--- src/rtl/nes_bus_pkg.sv ---
// Shared types and default address map for the NES-style CPU bus fabric.
// Channel 0 sits in the low 16-bit word of the base/mask vectors.
package nes_bus_pkg;

  typedef enum logic [2:0] {
    DMA_IDLE  = 3'd0,
    DMA_HALT  = 3'd1,
    DMA_ALIGN = 3'd2,
    DMA_RD    = 3'd3,
    DMA_WR    = 3'd4
  } dma_state_e;

  localparam logic [15:0] DMA_REG_DEF  = 16'h4014;
  localparam logic [15:0] DMA_DEST_DEF = 16'h2004;

  // Defaults: RAM, PPU regs, APU/IO, cartridge.
  localparam logic [63:0] SLAVE_BASE_DEF = {16'h8000, 16'h4000, 16'h2000, 16'h0000};
  localparam logic [63:0] SLAVE_MASK_DEF = {16'h8000, 16'hE000, 16'hE000, 16'hE000};

endpackage

--- src/rtl/oam_dma.sv ---
// Sprite DMA sequencer: halts the CPU, optionally burns an alignment cycle,
// then copies 256 bytes from {page, index} as alternating read/write cycles.
module oam_dma
  import nes_bus_pkg::*;
(
  input  logic        cpu_clk,
  input  logic        reset,
  input  logic        trigger,
  input  logic [7:0]  page_in,
  input  logic        odd_or_even,
  output dma_state_e  state,
  output logic        busy,
  output logic [15:0] rd_addr
);

  logic [7:0] page;
  logic [7:0] index;

  always_ff @(posedge cpu_clk or posedge reset) begin
    if (reset) begin
      state <= DMA_IDLE;
      busy  <= 1'b0;
      page  <= 8'h00;
      index <= 8'h00;
    end else begin
      case (state)
        DMA_IDLE: begin
          if (trigger) begin
            page  <= page_in;
            index <= 8'h00;
            state <= DMA_HALT;
            busy  <= 1'b1;
          end
        end
        DMA_HALT:  state <= odd_or_even ? DMA_ALIGN : DMA_RD;
        DMA_ALIGN: state <= DMA_RD;
        DMA_RD:    state <= DMA_WR;
        DMA_WR: begin
          // index wraps to 0 on the final write, ready for the next transfer
          index <= index + 8'd1;
          if (index == 8'hFF) begin
            state <= DMA_IDLE;
            busy  <= 1'b0;
          end else begin
            state <= DMA_RD;
          end
        end
        default: begin
          state <= DMA_IDLE;
          busy  <= 1'b0;
        end
      endcase
    end
  end

  assign rd_addr = {page, index};

endmodule

--- src/rtl/bus_fabric.sv ---
// CPU-side bus fabric: mask/match slave decode, registered read-lane select
// with open-bus hold, and bus takeover by the sprite DMA.
module bus_fabric
  import nes_bus_pkg::*;
#(
  parameter int                     N_SLAVES   = 4,
  parameter logic [16*N_SLAVES-1:0] SLAVE_BASE = SLAVE_BASE_DEF,
  parameter logic [16*N_SLAVES-1:0] SLAVE_MASK = SLAVE_MASK_DEF,
  parameter logic [15:0]            DMA_REG    = DMA_REG_DEF,
  parameter logic [15:0]            DMA_DEST   = DMA_DEST_DEF
) (
  input  logic                  cpu_clk,
  input  logic                  reset,
  input  logic                  odd_or_even,
  input  logic [15:0]           cpu_addr,
  input  logic                  cpu_wr_n,
  input  logic [7:0]            cpu_do,
  output logic                  cpu_rdy,
  output logic [7:0]            cpu_di,
  output logic [15:0]           bus_addr,
  output logic                  bus_wr_n,
  output logic [7:0]            bus_dout,
  output logic [N_SLAVES-1:0]   slave_sel,
  input  logic [8*N_SLAVES-1:0] slave_q,
  output logic                  dma_active
);

  dma_state_e          dma_state;
  logic                dma_busy;
  logic [15:0]         dma_addr;
  logic                trigger;
  logic [N_SLAVES-1:0] sel_q;
  logic [7:0]          open_bus;
  logic [7:0]          lane;
  logic [7:0]          rd_data;

  // The CPU is stalled while busy, so a DMA_REG write can only arrive in IDLE.
  assign trigger = !dma_busy && !cpu_wr_n && (cpu_addr == DMA_REG);

  oam_dma u_dma (
    .cpu_clk     (cpu_clk),
    .reset       (reset),
    .trigger     (trigger),
    .page_in     (cpu_do),
    .odd_or_even (odd_or_even),
    .state       (dma_state),
    .busy        (dma_busy),
    .rd_addr     (dma_addr)
  );

  always_comb begin
    bus_addr = cpu_addr;
    bus_wr_n = cpu_wr_n;
    bus_dout = cpu_do;
    if (dma_busy) begin
      if (dma_state == DMA_WR) begin
        bus_addr = DMA_DEST;
        bus_wr_n = 1'b0;
        bus_dout = rd_data;
      end else begin
        // HALT/ALIGN present a harmless read of the first source byte
        bus_addr = dma_addr;
        bus_wr_n = 1'b1;
        bus_dout = 8'h00;
      end
    end
  end

  // Descending scan so the lowest matching channel overrides higher ones.
  always_comb begin
    slave_sel = '0;
    for (int i = N_SLAVES - 1; i >= 0; i--) begin
      if ((bus_addr & SLAVE_MASK[16*i +: 16]) == SLAVE_BASE[16*i +: 16]) begin
        slave_sel    = '0;
        slave_sel[i] = 1'b1;
      end
    end
  end

  always_comb begin
    lane = 8'h00;
    for (int i = 0; i < N_SLAVES; i++) begin
      if (sel_q[i]) lane = slave_q[8*i +: 8];
    end
  end

  assign rd_data = (sel_q == '0) ? open_bus : lane;
  assign cpu_di  = dma_busy ? open_bus : rd_data;

  always_ff @(posedge cpu_clk or posedge reset) begin
    if (reset) begin
      sel_q    <= '0;
      open_bus <= 8'h00;
    end else begin
      sel_q    <= slave_sel;
      open_bus <= cpu_di;
    end
  end

  assign cpu_rdy    = !dma_busy;
  assign dma_active = dma_busy;

endmodule

--- config.mk ---
export PLATFORM = sky130hd
export DESIGN_NAME = bus_fabric
export DESIGN_NICKNAME = d
export VERILOG_FILES = /design/src/rtl/nes_bus_pkg.sv /design/src/rtl/oam_dma.sv /design/src/rtl/bus_fabric.sv
export SDC_FILE = /design/constraint.sdc
export NUM_CORES = 1
export LEC_CHECK = 0
export ABC_AREA = 1
export BUFFER_PORTS_ARGS = -buffer_cell sky130_fd_sc_hd__clkbuf_2
export CAP_MARGIN = 30
export CORE_ASPECT_RATIO = 1.4
export CORE_UTILIZATION = 48
export CTS_CLUSTER_SIZE = 40
export DETAILED_ROUTE_END_ITERATION = 7
export PLACE_DENSITY = 0.84
export SKIP_CTS_REPAIR_TIMING = 1
export SYNTH_ARGS = -nofsm -noshare
export SYNTH_HDL_FRONTEND = slang
export SYNTH_SLANG_ARGS = --single-unit
--- constraint.sdc ---
create_clock -name cpu_clk -period 1.7 [get_ports cpu_clk]
set_input_delay 0.17 -clock cpu_clk [delete_from_list [all_inputs] [get_ports cpu_clk]]
set_output_delay 0.17 -clock cpu_clk [all_outputs]
set_load 0.01 [all_outputs]
==> implementation parameters <==
Parameter                              Value

Outcome
  Status ... complete, but fails checks
  Failing checks ... setup timing

Floorplan
  Vert. Die Dim ... 82.7 µm
  Number of primary I/O pins ... slightly below 100
  CORE AREA ... between 4000 and 5000 µm²
  Die area ... ~5000 µm²
  Starting Density ... 0.496
  Horizontal extent of the die ... between 50 and 60 µm
  Number of cell rows ... 29

Clock network
  CTS buffer count ... 5
  Clock tree from TritonCTS ... built
  Clk root buf ... sky130_fd_sc_hd__clkbuf_8
  Clock buffer depth ... 2
  CTS H-tree lvls ... 2
  Clock transition time at the flip-flop clock pins of the worst setup and hold paths ... around 0.060 ns
  Number of clock sinks ... 32
  Worst-skew pair later-pin latency ... 0.29 ns

Route
  DRC violations left ... 0
  Detailed Route WL ... around 7400 µm
  Drt via density ... around 5.2
  Total number of vias ... 2723
  ANT nets after route ... 0
  Drt wl/cell ... 14.2 µm
  Drt first-iter violations ... roughly 110
  DR pass1 iterations ... 4

Critical path
  Setup crit end ... bus_dout[6]
  Number of cells traversed by the worst register-to-register path ... 10
  Reg-to-Reg Start ... u_dma.state[1]$_DFFE_PP0P_
  Slowest cell on the critical path ... sky130_fd_sc_hd__dfrtp_1
  Highest net fanout along the worst path ... 8
  Capture point of the worst reg-to-reg path ... u_dma.busy$_DFFE_PP0P_
  Kind of cell adding the most delay to the critical path ... simple AND/OR/NAND/NOR gates
  Bufs and invs on worst path ... 2
  Longest individual stage delay on the worst path ... around 0.41 ns
  Data arrival time of the worst path ... approximately 1.7 ns
  Critical Path Sink Type ... primary output
  CP startpoint kind ... register
  CP Depth ... 7
  R2R Setup Slk ... 0.13 ns
  Type of the worst setup path ... reg -> out
  Launching element of the worst setup path ... u_dma.state[1]$_DFFE_PP0P_
  Required arrival time at the worst endpoint ... around 1.5 ns
  Worst path cell trace ... nor2_4 -> nand2_4 -> buf_8 -> nor2_4 -> nand2_1 -> nand2_1 -> buf_2

Synthesis
  Flop and latch count out of synthesis ... 32
  Post-Syn Nets ... between 300 and 400
  Count of yosys warnings during synthesis ... 0
  Synthesized area per cell ... approximately 6.7 µm²
  Synth async-reset ratio ... 1.00
  Cell taking the most area after synthesis ... sky130_fd_sc_hd__dfrtp_1
  Post-Synthesis Cell Area ... 2230 µm²
  Area fraction in compound gates after synthesis ... 0.0796
  Part of the Yosys area used for sequential elements ... 0.359
  XOR/XNOR Fraction of Synth Area ... 0.00392
  Top-area cell type share of the netlist area ... 0.359
  Combinational family with the most area after synthesis ... simple AND/OR/NAND/NOR gates
  Area share of and/or/nand/nor cells after synthesis ... 0.451
  Number of enable flip-flop cells after synthesis ... 0
  Flip-flop cell with the highest count after synthesis ... sky130_fd_sc_hd__dfrtp_1
  Adder-cell share of the synthesized area ... 0.00561
  Multiplexer share of the synthesized area ... 0
  Count of distinct cell types in the synthesized netlist ... 28
  Number of instances in the synthesized netlist ... roughly 340
  Top area cells in the synthesized netlist ... sky130_fd_sc_hd__dfrtp_1, sky130_fd_sc_hd__nand2_1, sky130_fd_sc_hd__nand3_1, sky130_fd_sc_hd__inv_1, sky130_fd_sc_hd__nor2_1

GRT
  Remaining global-route overflow ... 0
  Number of global-route vias before repair ... between 2000 and 2500
  Antenna violations before repair ... 0
  Global-route wire length before repair ... 9830 µm
  Pin count of the biggest net entering global routing ... 33
  GRT Util Overall ... 0.265

STA
  Hold Violations, Final ... 0
  Final cycle utilization of the critical path ... 1.08
  Least setup slack across all paths after layout ... -0.138 ns
  Final setup violation count ... 18
  Worst hold slack ... 0.151 ns
  Setup repair after global routing missed its margin ... yes
  Remaining max-slew budget at the tightest pin ... 0.730
  Slew at the pin closest to its max-slew limit ... 0.404 ns
  Tmin final ... ~1.8 ns
  Count of pins over their slew limit ... 0
  Maximum clock skew at final layout ... ~0.0048 ns
  Fmax achieved ... approximately 540 MHz

Finish
  Most frequent cells in the layout ... sky130_fd_sc_hd__nand2_1, sky130_fd_sc_hd__clkbuf_2, sky130_fd_sc_hd__inv_1, sky130_fd_sc_hd__dfrtp_1
  Most frequent standard cell in the layout excluding fill and tap cells ... sky130_fd_sc_hd__nand2_1
  Final core area utilization ... 0.725
  Proportion of layout cells with a drive suffix above 1 ... 0.437
  Syn-to-layout area delta ... 46.1%
  Final layout net count ... ~520
  Antenna diode count ... 0

Pwr
  Pwr/cell area ... 849 nW/µm²
  Largest voltage drop on the vdd net ... between 500 and 600 µV
  Leakage power of the design ... about 1.9 nW

Place
  GPL Wtd Cong ... 0.882
  Placed wire-length estimate ... roughly 4900 µm
  Pre-CTS worst setup slack ... between 0.09 and 0.1 ns
  Buffers on Ports ... 98

Job
  Max-cap violation count ... 0

Hold path
  Class of the worst hold path ... in -> reg
[per-layer routing]
metal	global-route usage	vias to the layer above	part of all wire
met5	0	-	0
met4	0.109	0	0.033
met3	0.0576	31	0.060
met2	0.522	134	0.54
met1	0.259	1257	0.36
li1	-	1301	-
[worst register-to-register path: stages, from the launching register on]
cell	delay, ns
sky130_fd_sc_hd__dfrtp_1	0.41
sky130_fd_sc_hd__nor2_4	0.16
sky130_fd_sc_hd__nand2_4	0.09
sky130_fd_sc_hd__buf_8	0.15
sky130_fd_sc_hd__buf_4	0.13
sky130_fd_sc_hd__inv_2	0.13
sky130_fd_sc_hd__nand2_1	0.12
sky130_fd_sc_hd__nand2_1	0.10
sky130_fd_sc_hd__nor2_1	0.05
sky130_fd_sc_hd__nor2_1	0.08
sky130_fd_sc_hd__nor2_1	0.04
[kinds of logic after synthesis]
group	Yosys count
and+or+nand+nor	220
DFF	32
AOI/OAI and AO/OA	29
adders and majority gates	1
buffers and inverters	52
xor gates and xnor gates	1
[per-stage QoR]
| step | power [W] | cells | TNS, ns | area, µm² |
|---|---|---|---|---|
| after detailed placement | 0.00194 | 490 | 0 | 2790 |
| after global routing | 0.00295 | 520 | -2.53 | 3260 |
| after global placement | 0.00191 | 490 | 0 | 2790 |
| after CTS | 0.00256 | 498 | -3.57 | 2890 |
| after floorplan | 0.00166 | 335 | 0 | 2230 |
| final | 0.00277 | 520 | -1.19 | 3260 |
[state kept, by name (all words and copies together), names as in the netlist]
name         flops
u_dma.busy       1
u_dma.page       8
u_dma.index      8
sel_q            4
open_bus         8
u_dma.state      3
[worst min-delay path by stage]
| stage | cells after the start | start | endpoint |
|---|---|---|---|
| global route | 3 | cpu_do[2] | u_dma.page[2]$_DFFE_PP0P_ |
| global placement | 3 | reset | sel_q[0]$_DFF_PP0_ |
| detailed placement | 3 | reset | sel_q[0]$_DFF_PP0_ |
| CTS | 3 | reset | u_dma.page[5]$_DFFE_PP0P_ |
| finish | 3 | cpu_do[0] | u_dma.page[0]$_DFFE_PP0P_ |
| floorplan | 1 | reset | open_bus[0]$_DFF_PP0_ |
[final cells by class]
| class | count | area (µm²) |
|---|---|---|
| Inverter | 39 | 154 |
| Tap cell | 62 | 77.6 |
| Sequential cell | 32 | 806 |
| Fill cell | 370 | 1240 |
| Timing Repair Buffer | 128 | 774 |
| Multi-Input combinational cell | 251 | 1360 |
| Clock inverter | 2 | 10.0 |
| Clock buffer | 6 | 82.6 |
[cell usage after synthesis, drive strengths merged (3+ instances only)]
| cell type | count |
|---|---|
| dfrtp | 32 |
| or2 | 8 |
| nand3 | 38 |
| buf | 12 |
| nor3 | 3 |
| nand4 | 8 |
| inv | 39 |
| nand2 | 122 |
| a21oi | 9 |
| o21ai | 11 |
| o22ai | 7 |
| nor2 | 41 |
[power by group]
part	switching (W)	internal, W
Sequential	0.000177	0.000925
Combinational	0.000598	0.000463
Clock	0.000283	0.000323
Power figures use the tool's default switching activity.
